**src/rtl/seq_mult_cla_pkg.sv**
```systemverilog
// Shared types and constants for the iterative CLA multiplier.
// Holds FSM encoding, default width, group size and counter sizing.
package seq_mult_cla_pkg;

  localparam int DEF_WIDTH = 16;
  localparam int CLA_GRP   = 4;

  typedef enum logic [1:0] {
    ST_IDLE = 2'b00,
    ST_RUN  = 2'b01,
    ST_DONE = 2'b10
  } state_t;

  function automatic int cnt_w(input int w);
    return (w <= 2) ? 1 : $clog2(w);
  endfunction

endpackage

```
**src/rtl/seq_mult_cla_if.sv**
```systemverilog
// Start/busy/done handshake between execute stage and multiplier.
// master: start, mcand, mplier out; busy, done, product in.
interface seq_mult_cla_if
  import seq_mult_cla_pkg::*;
#(
  parameter int WIDTH = DEF_WIDTH
);

  logic               start;
  logic [WIDTH-1:0]   mcand;
  logic [WIDTH-1:0]   mplier;
  logic               busy;
  logic               done;
  logic [2*WIDTH-1:0] product;

  modport master (
    output start, mcand, mplier,
    input  busy, done, product
  );

  modport slave (
    input  start, mcand, mplier,
    output busy, done, product
  );

endinterface

```
**src/rtl/seq_mult_cla_cla_nbit.sv**
```systemverilog
// Two-level carry-lookahead adder built from 4-bit groups.
// Ports: A, B, Cin in; sum, Cout out. Purely combinational.
module cla_nbit
  import seq_mult_cla_pkg::*;
#(
  parameter int WIDTH = DEF_WIDTH
) (
  input  logic [WIDTH-1:0] A,
  input  logic [WIDTH-1:0] B,
  input  logic             Cin,
  output logic [WIDTH-1:0] sum,
  output logic             Cout
);

  localparam int NG = WIDTH / CLA_GRP;

  logic [WIDTH-1:0] w_p;
  logic [WIDTH-1:0] w_g;
  logic [WIDTH-1:0] w_c;
  logic [NG-1:0]    w_gp;
  logic [NG-1:0]    w_gg;
  logic [NG:0]      w_gc;

  assign w_p = A ^ B;
  assign w_g = A & B;

  // Group propagate/generate, expanded sum-of-products form.
  always_comb begin
    logic acc;
    logic pr;
    acc  = 1'b0;
    pr   = 1'b0;
    w_gp = '0;
    w_gg = '0;
    for (int k = 0; k < NG; k++) begin
      w_gp[k] = &w_p[CLA_GRP*k +: CLA_GRP];
      acc = 1'b0;
      pr  = 1'b1;
      for (int j = CLA_GRP-1; j >= 0; j--) begin
        acc = acc | (pr & w_g[CLA_GRP*k+j]);
        pr  = pr & w_p[CLA_GRP*k+j];
      end
      w_gg[k] = acc;
    end
  end

  // Second level: each group carry-in straight from Cin and G/P.
  always_comb begin
    logic acc;
    logic pr;
    acc  = 1'b0;
    pr   = 1'b0;
    w_gc = '0;
    w_gc[0] = Cin;
    for (int k = 0; k < NG; k++) begin
      acc = 1'b0;
      pr  = 1'b1;
      for (int j = k; j >= 0; j--) begin
        acc = acc | (pr & w_gg[j]);
        pr  = pr & w_gp[j];
      end
      w_gc[k+1] = acc | (pr & Cin);
    end
  end

  // Bit carries inside each group from that group's carry-in.
  always_comb begin
    logic acc;
    logic pr;
    acc = 1'b0;
    pr  = 1'b0;
    w_c = '0;
    for (int k = 0; k < NG; k++) begin
      for (int i = 0; i < CLA_GRP; i++) begin
        acc = 1'b0;
        pr  = 1'b1;
        for (int j = i-1; j >= 0; j--) begin
          acc = acc | (pr & w_g[CLA_GRP*k+j]);
          pr  = pr & w_p[CLA_GRP*k+j];
        end
        w_c[CLA_GRP*k+i] = acc | (pr & w_gc[k]);
      end
    end
  end

  assign sum  = w_p ^ w_c;
  assign Cout = w_gc[NG];

endmodule

```
**src/rtl/seq_mult_cla.sv**
```systemverilog
// Iterative unsigned shift-add multiplier, one CLA add per cycle.
// Ports: clk, rst_n; bus (slave): start/mcand/mplier in, busy/done/product out.
module seq_mult_cla
  import seq_mult_cla_pkg::*;
#(
  parameter int WIDTH = DEF_WIDTH
) (
  input  logic         clk,
  input  logic         rst_n,
  seq_mult_cla_if.slave bus
);

  localparam int CW = cnt_w(WIDTH);

  state_t           r_state;
  state_t           w_nstate;
  logic [WIDTH-1:0] r_mcand;
  logic [WIDTH-1:0] r_acc_hi;
  logic [WIDTH-1:0] r_mplier;
  logic [CW-1:0]    r_cnt;
  logic [WIDTH-1:0] w_addend;
  logic [WIDTH-1:0] w_sum;
  logic             w_cout;
  logic             w_last;
  logic             w_load;
  logic             w_step;

  assign w_last   = (r_cnt == CW'(WIDTH-1));
  assign w_load   = (r_state == ST_IDLE) && bus.start;
  assign w_step   = (r_state == ST_RUN);
  assign w_addend = r_mplier[0] ? r_mcand : '0;

  cla_nbit #(
    .WIDTH (WIDTH)
  ) u_cla (
    .A    (r_acc_hi),
    .B    (w_addend),
    .Cin  (1'b0),
    .sum  (w_sum),
    .Cout (w_cout)
  );

  always_ff @(posedge clk or negedge rst_n) begin
    if (!rst_n) r_state <= ST_IDLE;
    else        r_state <= w_nstate;
  end

  // Encoding 2'b11 falls to default and recovers to IDLE.
  always_comb begin
    w_nstate = r_state;
    case (r_state)
      ST_IDLE: if (bus.start) w_nstate = ST_RUN;
      ST_RUN:  if (w_last)    w_nstate = ST_DONE;
      ST_DONE: w_nstate = ST_IDLE;
      default: w_nstate = ST_IDLE;
    endcase
  end

  always_ff @(posedge clk or negedge rst_n) begin
    if (!rst_n) begin
      r_mcand  <= '0;
      r_acc_hi <= '0;
      r_mplier <= '0;
      r_cnt    <= '0;
    end else if (w_load) begin
      r_mcand  <= bus.mcand;
      r_acc_hi <= '0;
      r_mplier <= bus.mplier;
      r_cnt    <= '0;
    end else if (w_step) begin
      // Carry-out becomes the new MSB of the high half.
      {r_acc_hi, r_mplier} <= {w_cout, w_sum, r_mplier[WIDTH-1:1]};
      r_cnt <= r_cnt + CW'(1);
    end
  end

  assign bus.busy    = (r_state != ST_IDLE);
  assign bus.done    = (r_state == ST_DONE);
  assign bus.product = {r_acc_hi, r_mplier};

endmodule

```
**src/flat_wrapper.sv**
```systemverilog
// flat-port wrapper written by rule: the top's interface ports become plain ports
module seq_mult_cla_flat import seq_mult_cla_pkg::*;
#(
  parameter int WIDTH = DEF_WIDTH
)
  (clk, rst_n, bus_start, bus_mcand, bus_mplier, bus_busy, bus_done, bus_product);
  seq_mult_cla_if #(.WIDTH(WIDTH)) bus_i ();
  input  logic clk;
  input  logic rst_n;
  input wire logic [$bits(bus_i.start)-1:0] bus_start;
  input wire logic [$bits(bus_i.mcand)-1:0] bus_mcand;
  input wire logic [$bits(bus_i.mplier)-1:0] bus_mplier;
  output wire logic [$bits(bus_i.busy)-1:0] bus_busy;
  output wire logic [$bits(bus_i.done)-1:0] bus_done;
  output wire logic [$bits(bus_i.product)-1:0] bus_product;
  assign bus_i.start = bus_start;
  assign bus_i.mcand = bus_mcand;
  assign bus_i.mplier = bus_mplier;
  assign bus_busy = bus_i.busy;
  assign bus_done = bus_i.done;
  assign bus_product = bus_i.product;
  seq_mult_cla #(.WIDTH(WIDTH)) u_core (.clk(clk), .rst_n(rst_n), .bus(bus_i));
endmodule
```
**config.mk**
```make
export PLATFORM = sky130hd
export DESIGN_NAME = seq_mult_cla_flat
export DESIGN_NICKNAME = d
export VERILOG_FILES = /design/src/rtl/seq_mult_cla_pkg.sv /design/src/rtl/seq_mult_cla_if.sv /design/src/rtl/seq_mult_cla_cla_nbit.sv /design/src/rtl/seq_mult_cla.sv /design/src/flat_wrapper.sv
export SDC_FILE = /design/constraint.sdc
export NUM_CORES = 1
export LEC_CHECK = 0
export CAP_MARGIN = 10
export CORE_MARGIN = 3
export CORE_UTILIZATION = 45
export CTS_CLUSTER_SIZE = 8
export DETAILED_ROUTE_END_ITERATION = 10
export MAX_ROUTING_LAYER = met4
export PLACE_DENSITY = 0.74
export SETUP_SLACK_MARGIN = 0.1
export SLEW_MARGIN = 20
export SYNTH_ARGS = -nofsm -noshare
export SYNTH_HDL_FRONTEND = slang
export SYNTH_SLANG_ARGS = --single-unit
```
**constraint.sdc**
```tcl
create_clock -name clk -period 2.3 [get_ports clk]
set_input_delay 0.46 -clock clk [delete_from_list [all_inputs] [get_ports clk]]
set_output_delay 0.46 -clock clk [all_outputs]
set_load 0.005 [all_outputs]
```
# Word-level counts from Yosys, hierarchy flattened
# Cells that the tools add are included.
# totals
register_bits,54
inputBits,35
out_inout_bits,34
word_cells,131
# op_classes
n_addsub,1
eq_ne,5
muxes,10
n_bitwise,102
n_reduce_logical,8
# ops
operator,count
$mux W16,5
$and A1 B1 Y1,60
$or A1 B1 Y1,39
$xor A16 B16 Y16,2
$and A16 B16 Y16,1
$reduce_and A4 Y1,3
$mux W4,2
$add A4 B1 Y4 const B,1
$eq A4 B4 Y1 const B,1
$mux W2,2
$pmux W2 S2,1
$reduce_bool A2 Y1,2
$eq A2 B1 Y1 const B,1
$eq A2 B2 Y1 const B,1
$logic_not A2 Y1,1
$ne A2 B1 Y1 const B,1
$ne A2 B2 Y1 const B,1
$reduce_and A2 Y1,1
$logic_and A1 B1 Y1,1

# Longest topological paths before layout
# logic_depth
word_depth,14
depth_mapped,11

# By module
# Synthesis repeated with hierarchy kept, for this count alone.
# unflattened
cells_unflattened,298
area_unflattened_um2,2969.1
# modules_own_cells
module,instances,cells_each,area_per_inst_um2,seq_area_each_um2
seq_mult_cla,1,217,2298.5,1351.3
cla_nbit,1,81,670.6,0.0

# Worst setup path after synthesis
# OpenSTA, ideal clock, no wires.
# synth_path
kind,reg-to-reg
startpoint,register u_core.r_mplier[0]
endpoint,register u_core.r_acc_hi[12]
setup_time_ns,0.136
arrival_time_ns,2.113
required_ns,2.164
slack_ns,0.051
path_stages_with_launch,12
n_path_buf,1
synth_period_minus_slack_ns,2.249
path_cell_list,dfrtp_1 > clkbuf_1 > and2_1 > ha_1 > a21oi_1 > o21a_1 > o21ai_2 > nor2_1 > nor2_1 > fa_1 > xnor2_1 > o21ai_0
# synth_between
elab_chain_len,14
elab_cells_between_ends,39
classes_between,3 x mux; 34 x bitwise; 2 x reduce/logical
# synth_lines
item,line_no,source
start: declaration,seq_mult_cla.sv:19,logic [WIDTH-1:0] r_mplier;
start signal: assignment,seq_mult_cla.sv:68,r_mplier <= bus.mplier;
start signal: assignment,seq_mult_cla.sv:72,"{r_acc_hi, r_mplier} <= {w_cout, w_sum, r_mplier[WIDTH-1:1]};"
$mux W16 (*),seq_mult_cla.sv:31,assign w_addend = r_mplier[0] ? r_mcand : '0;
$xor A16 B16 Y16 / $and A16 B16 Y16 (equally long branches),"seq_mult_cla_cla_nbit.sv:24, seq_mult_cla_cla_nbit.sv:25",
$and A1 B1 Y1 (on tied branches),"seq_mult_cla_cla_nbit.sv:40, seq_mult_cla_cla_nbit.sv:41",
"$or A1 B1 Y1, or another cell as far along",seq_mult_cla_cla_nbit.sv:40,acc = acc | (pr & w_g[CLA_GRP*k+j]);
$or A1 B1 Y1 / $and A1 B1 Y1 (equally long branches),seq_mult_cla_cla_nbit.sv:40,
$or A1 B1 Y1,seq_mult_cla_cla_nbit.sv:40,
$and A1 B1 Y1,seq_mult_cla_cla_nbit.sv:59,acc = acc | (pr & w_gg[j]);
$or A1 B1 Y1 (2 in series),seq_mult_cla_cla_nbit.sv:59,
$and A1 B1 Y1,seq_mult_cla_cla_nbit.sv:81,w_c[CLA_GRP*k+i] = acc | (pr & w_gc[k]);
$or A1 B1 Y1,seq_mult_cla_cla_nbit.sv:81,
$xor A16 B16 Y16 (*),seq_mult_cla_cla_nbit.sv:86,assign sum = w_p ^ w_c;
$mux W16 (*),seq_mult_cla.sv:70,end else if (w_step) begin
$mux W16 (*),seq_mult_cla.sv:65,end else if (w_load) begin
end signal: assignment,seq_mult_cla.sv:72,
end: declaration,seq_mult_cla.sv:18,logic [WIDTH-1:0] r_acc_hi;
# Every way passes the cells marked *; elsewhere a longest branch is shown, timed or not. The select of a mux whose other input is x is not followed.
# A chain may end at the register's enable or synchronous reset.

# Worst setup path after layout
# layout_path
startpoint,register u_core.r_mplier[0]
endpoint,register u_core.r_acc_hi[11]
# layout_between
elab_chain_len,12
elab_cells_between_ends,37
classes_between,3 x mux; 32 x bitwise; 2 x reduce/logical
# layout_lines
item,line_no
$mux W16 (*),seq_mult_cla.sv:31
$xor A16 B16 Y16 / $and A16 B16 Y16 (equally long branches),"seq_mult_cla_cla_nbit.sv:24, seq_mult_cla_cla_nbit.sv:25"
$and A1 B1 Y1 (on tied branches),"seq_mult_cla_cla_nbit.sv:40, seq_mult_cla_cla_nbit.sv:41"
"$or A1 B1 Y1, or another cell as far along",seq_mult_cla_cla_nbit.sv:40
$or A1 B1 Y1 / $and A1 B1 Y1 (equally long branches),seq_mult_cla_cla_nbit.sv:40
$or A1 B1 Y1,seq_mult_cla_cla_nbit.sv:40
$and A1 B1 Y1,seq_mult_cla_cla_nbit.sv:59
$or A1 B1 Y1 (2 in series),seq_mult_cla_cla_nbit.sv:59
$xor A16 B16 Y16 (*),seq_mult_cla_cla_nbit.sv:86
$mux W16 (*),seq_mult_cla.sv:70
$mux W16 (*),seq_mult_cla.sv:65
# Marks and branches as above.

==> run metrics <==
max_cap viols=0; first-pass GRT wire length=12.1 mm; layout cells sized above 1=0.173; top-count cell post-synth=nand2_1; fin crit share=1.04; GPL Wtd Cong=roughly 0.87; worst endpoint data arrival time=2.59 ns; Synth area leader=dfrtp_1; CTS tree=built; Fmax=0.419 GHz; Initial Utilization=0.473; worst skew pair latency=between 0.3 and 0.4 ns; fill count=462; Crit Path Category=reg2reg; sw power=between 2 and 2.5 mW; Slew Viols, Final=0; wire per inst=14.7 um; core region area=6060 sq um; die outline width=about 86 um; die footprint=7360 sq um; clk sink count=between 50 and 60; Pint=roughly 3.6 mW; Synth top cells by count=nand2_1 (98), dfrtp_1 (54), o21ai_0 (22), and2_1 (18), ha_1 (17); via count=between 2000 and 3000; Final Hold Violating Endpoints=0; PortBufs=68; Synth cell types=36; CTS root buf=clkbuf_8; I/O pins=69; CTS clk-pin slew, worst paths=around 0.10 ns; CP max FO=5; Switching Share=0.385; DR pass1 iterations=4; post-synthesis sequential area ratio=0.471; worst-margin pin slew=0.696 ns; Mapped Cells=320; diode count=0; synthesized area=around 2900 sq um; synthesized flop and latch total=54; largest net degree at the start of global routing=55; CTS buffer count=5; Synth async-reset ratio=1.00; syn_nets=376; Post-synth EDFFs=0; area growth from synthesis to layout=43.5%; vias in the first global route=roughly 2500; Combinational Power Share=0.573; post-synth top area share=0.471; antenna-violating nets left=0; Worst Path Required=2.50 ns; mean post-synth cell area=about 9.0 sq um; Final min period=2.38 ns; Max-slew headroom=0.536; sequential share of power=0.314; Hold WC Path Type=in2async; violated checks=negative setup slack; clock skew=0.00567 ns; Leak=1.84 nW; Std-Cell Rows=28; footprint of the multi-input gates=1630 sq um; synth top area cells=dfrtp_1 (47%), nand2_1 (13%), ha_1 (7.4%); final total power=5.79 mW; drt drc=0; overflow left after global routing=0; GRT Overall Usage=0.210; Setup crit end kind=register; sequential cell area=between 1000 and 1500 sq um; post-DP HPWL=~4.8 mm; Via density=5.28; final wirelength=7.13 mm; clock share of power=0.112; RSZ-0062 raised after global routing=true; Power Density=1410 nW/um^2; Iteration-0 DRC Markers=86; nets=465; synth warn=0; Worst VDD drop=0.701 mV; initial antenna violation count=0; Synth Flop Type=dfrtp_1; setup ws final=-0.0849 ns; clock buffer depth=2; Final TNS setup=-0.174 ns; status=finished, violations left; endpoints failing setup=3; CTS H-Tree Depth=2; Setup crit start kind=register; Die Height=85.8 um
-- metrics by stage --
stage               hold slack, ns  setup WS, ns  instances  area [sq um]  utilization
floorplan                    0.164         0.112        320          2890            -
global placement             0.455       -0.0107        470          3780        0.623
detailed placement           0.460        -0.135        470          3780        0.623
CTS                          0.298       -0.0182        483          4030        0.665
global route                 0.320        -0.204        485          4110        0.679
finish                       0.277       -0.0849        485          4110        0.679
-- cells by family (layout without fill, tap and decap cells) --
group,after synthesis,count (layout),synth area share
simple gates,151,151,0.230
compound gates,63,63,0.141
flops,54,54,0.471
buf+inv,23,113,0.0301
fa+ha+maj,21,21,0.102
xor+xnor,8,8,0.0244
-- sequential cells by signal, indices dropped and copies added, names as in the netlist --
| name | count |
|---|---|
| u_core.r_acc_hi | 16 |
| u_core.r_state | 2 |
| u_core.r_mplier | 16 |
| u_core.r_cnt | 4 |
| u_core.r_mcand | 16 |
-- power by group through the flow --
| stage | Combinational [mW] | Clock (mW) | Sequential, mW |
|---|---|---|---|
| global placement | 2.80 | 0 | 1.81 |
| global route | 3.70 | 0.712 | 1.88 |
| finish | 3.32 | 0.651 | 1.82 |
| detailed placement | 2.87 | 0 | 1.81 |
| floorplan | 1.63 | 0 | 1.76 |
| CTS | 3.15 | 0.656 | 1.81 |
-- per-layer routing --
metal | track usage | wire [um] | vias up
met5 | - | 0 | -
met2 | 0.318 | 3240 | 80
met1 | 0.289 | 3390 | 1212
met3 | 0.0461 | 385 | 13
met4 | 0.0561 | 118 | 0
li1 | - | - | 1257
-- cells in the final DEF, fill, tap and decap left out, drive strengths merged --
cell type / instances
nand2: 98
clkdlybuf4s50: 67
dfrtp: 54
buf: 31
o21ai: 24
and2: 18
ha: 17
a22oi: 16
nand3: 11
nor2: 10
a21oi: 10
inv: 7
clkbuf: 7
xnor2: 5
fa: 4
nand4: 3
o21a: 3
nor3: 3
xor2: 3
nand2b: 2
nor2b: 2
a41oi: 1
o2bb2ai: 1
o211ai: 1
a31oi: 1
a211oi: 1
o31ai: 1
a22o: 1
a21o: 1
and3: 1
o31a: 1
o22ai: 1
nand4b: 1
nor3b: 1
or3: 1
bufinv: 1
-- worst max-delay path: stages, from the launching register on --
cell and delay, ns:
dfrtp_2 0.44, buf_4 0.17, and2_1 0.18, ha_4 0.29
nand4_1 0.21, o21ai_4 0.24, nor2_2 0.06, nor2_2 0.13
fa_2 0.44, nand2_1 0.06, o21ai_1 0.06
-- final cells by class --
| class | instances | share of cell area |
|---|---|---|
| multi-input cells | 243 | 0.395 |
| flip-flops and latches | 54 | 0.329 |
| repair buffers | 98 | 0.221 |
| well taps | 75 | 0.0228 |
| clock buffers | 7 | 0.0186 |
| clock inverters | 1 | 0.00730 |
| inverters | 7 | 0.00639 |
-- path summary, 6_finish.rpt --
check	endpoint	cells past startpoint	from	slack (ns)
worst min-delay path	u_core.r_mcand[5]	2	rst_n	0.28
worst max-delay path	u_core.r_acc_hi[11]	10	u_core.r_mplier[0]	-0.08
max in group asynchronous	u_core.r_mplier[0]	2	rst_n	1.53
worst max register to register	u_core.r_acc_hi[11]	10	u_core.r_mplier[0]	-0.08
min in group clk	u_core.r_mcand[12]	2	u_core.r_mcand[12]	0.48
worst min register to register	u_core.r_mcand[12]	2	u_core.r_mcand[12]	0.48
-- timing repair --
item,4_1_cts,5_1_grt
buffers inserted,6,2
hold buffers,0,0
pin swaps,14,10
resized for setup,24,17
setup endpoints to repair,11,11
Note: power is estimated with default switching activity, not from simulation.
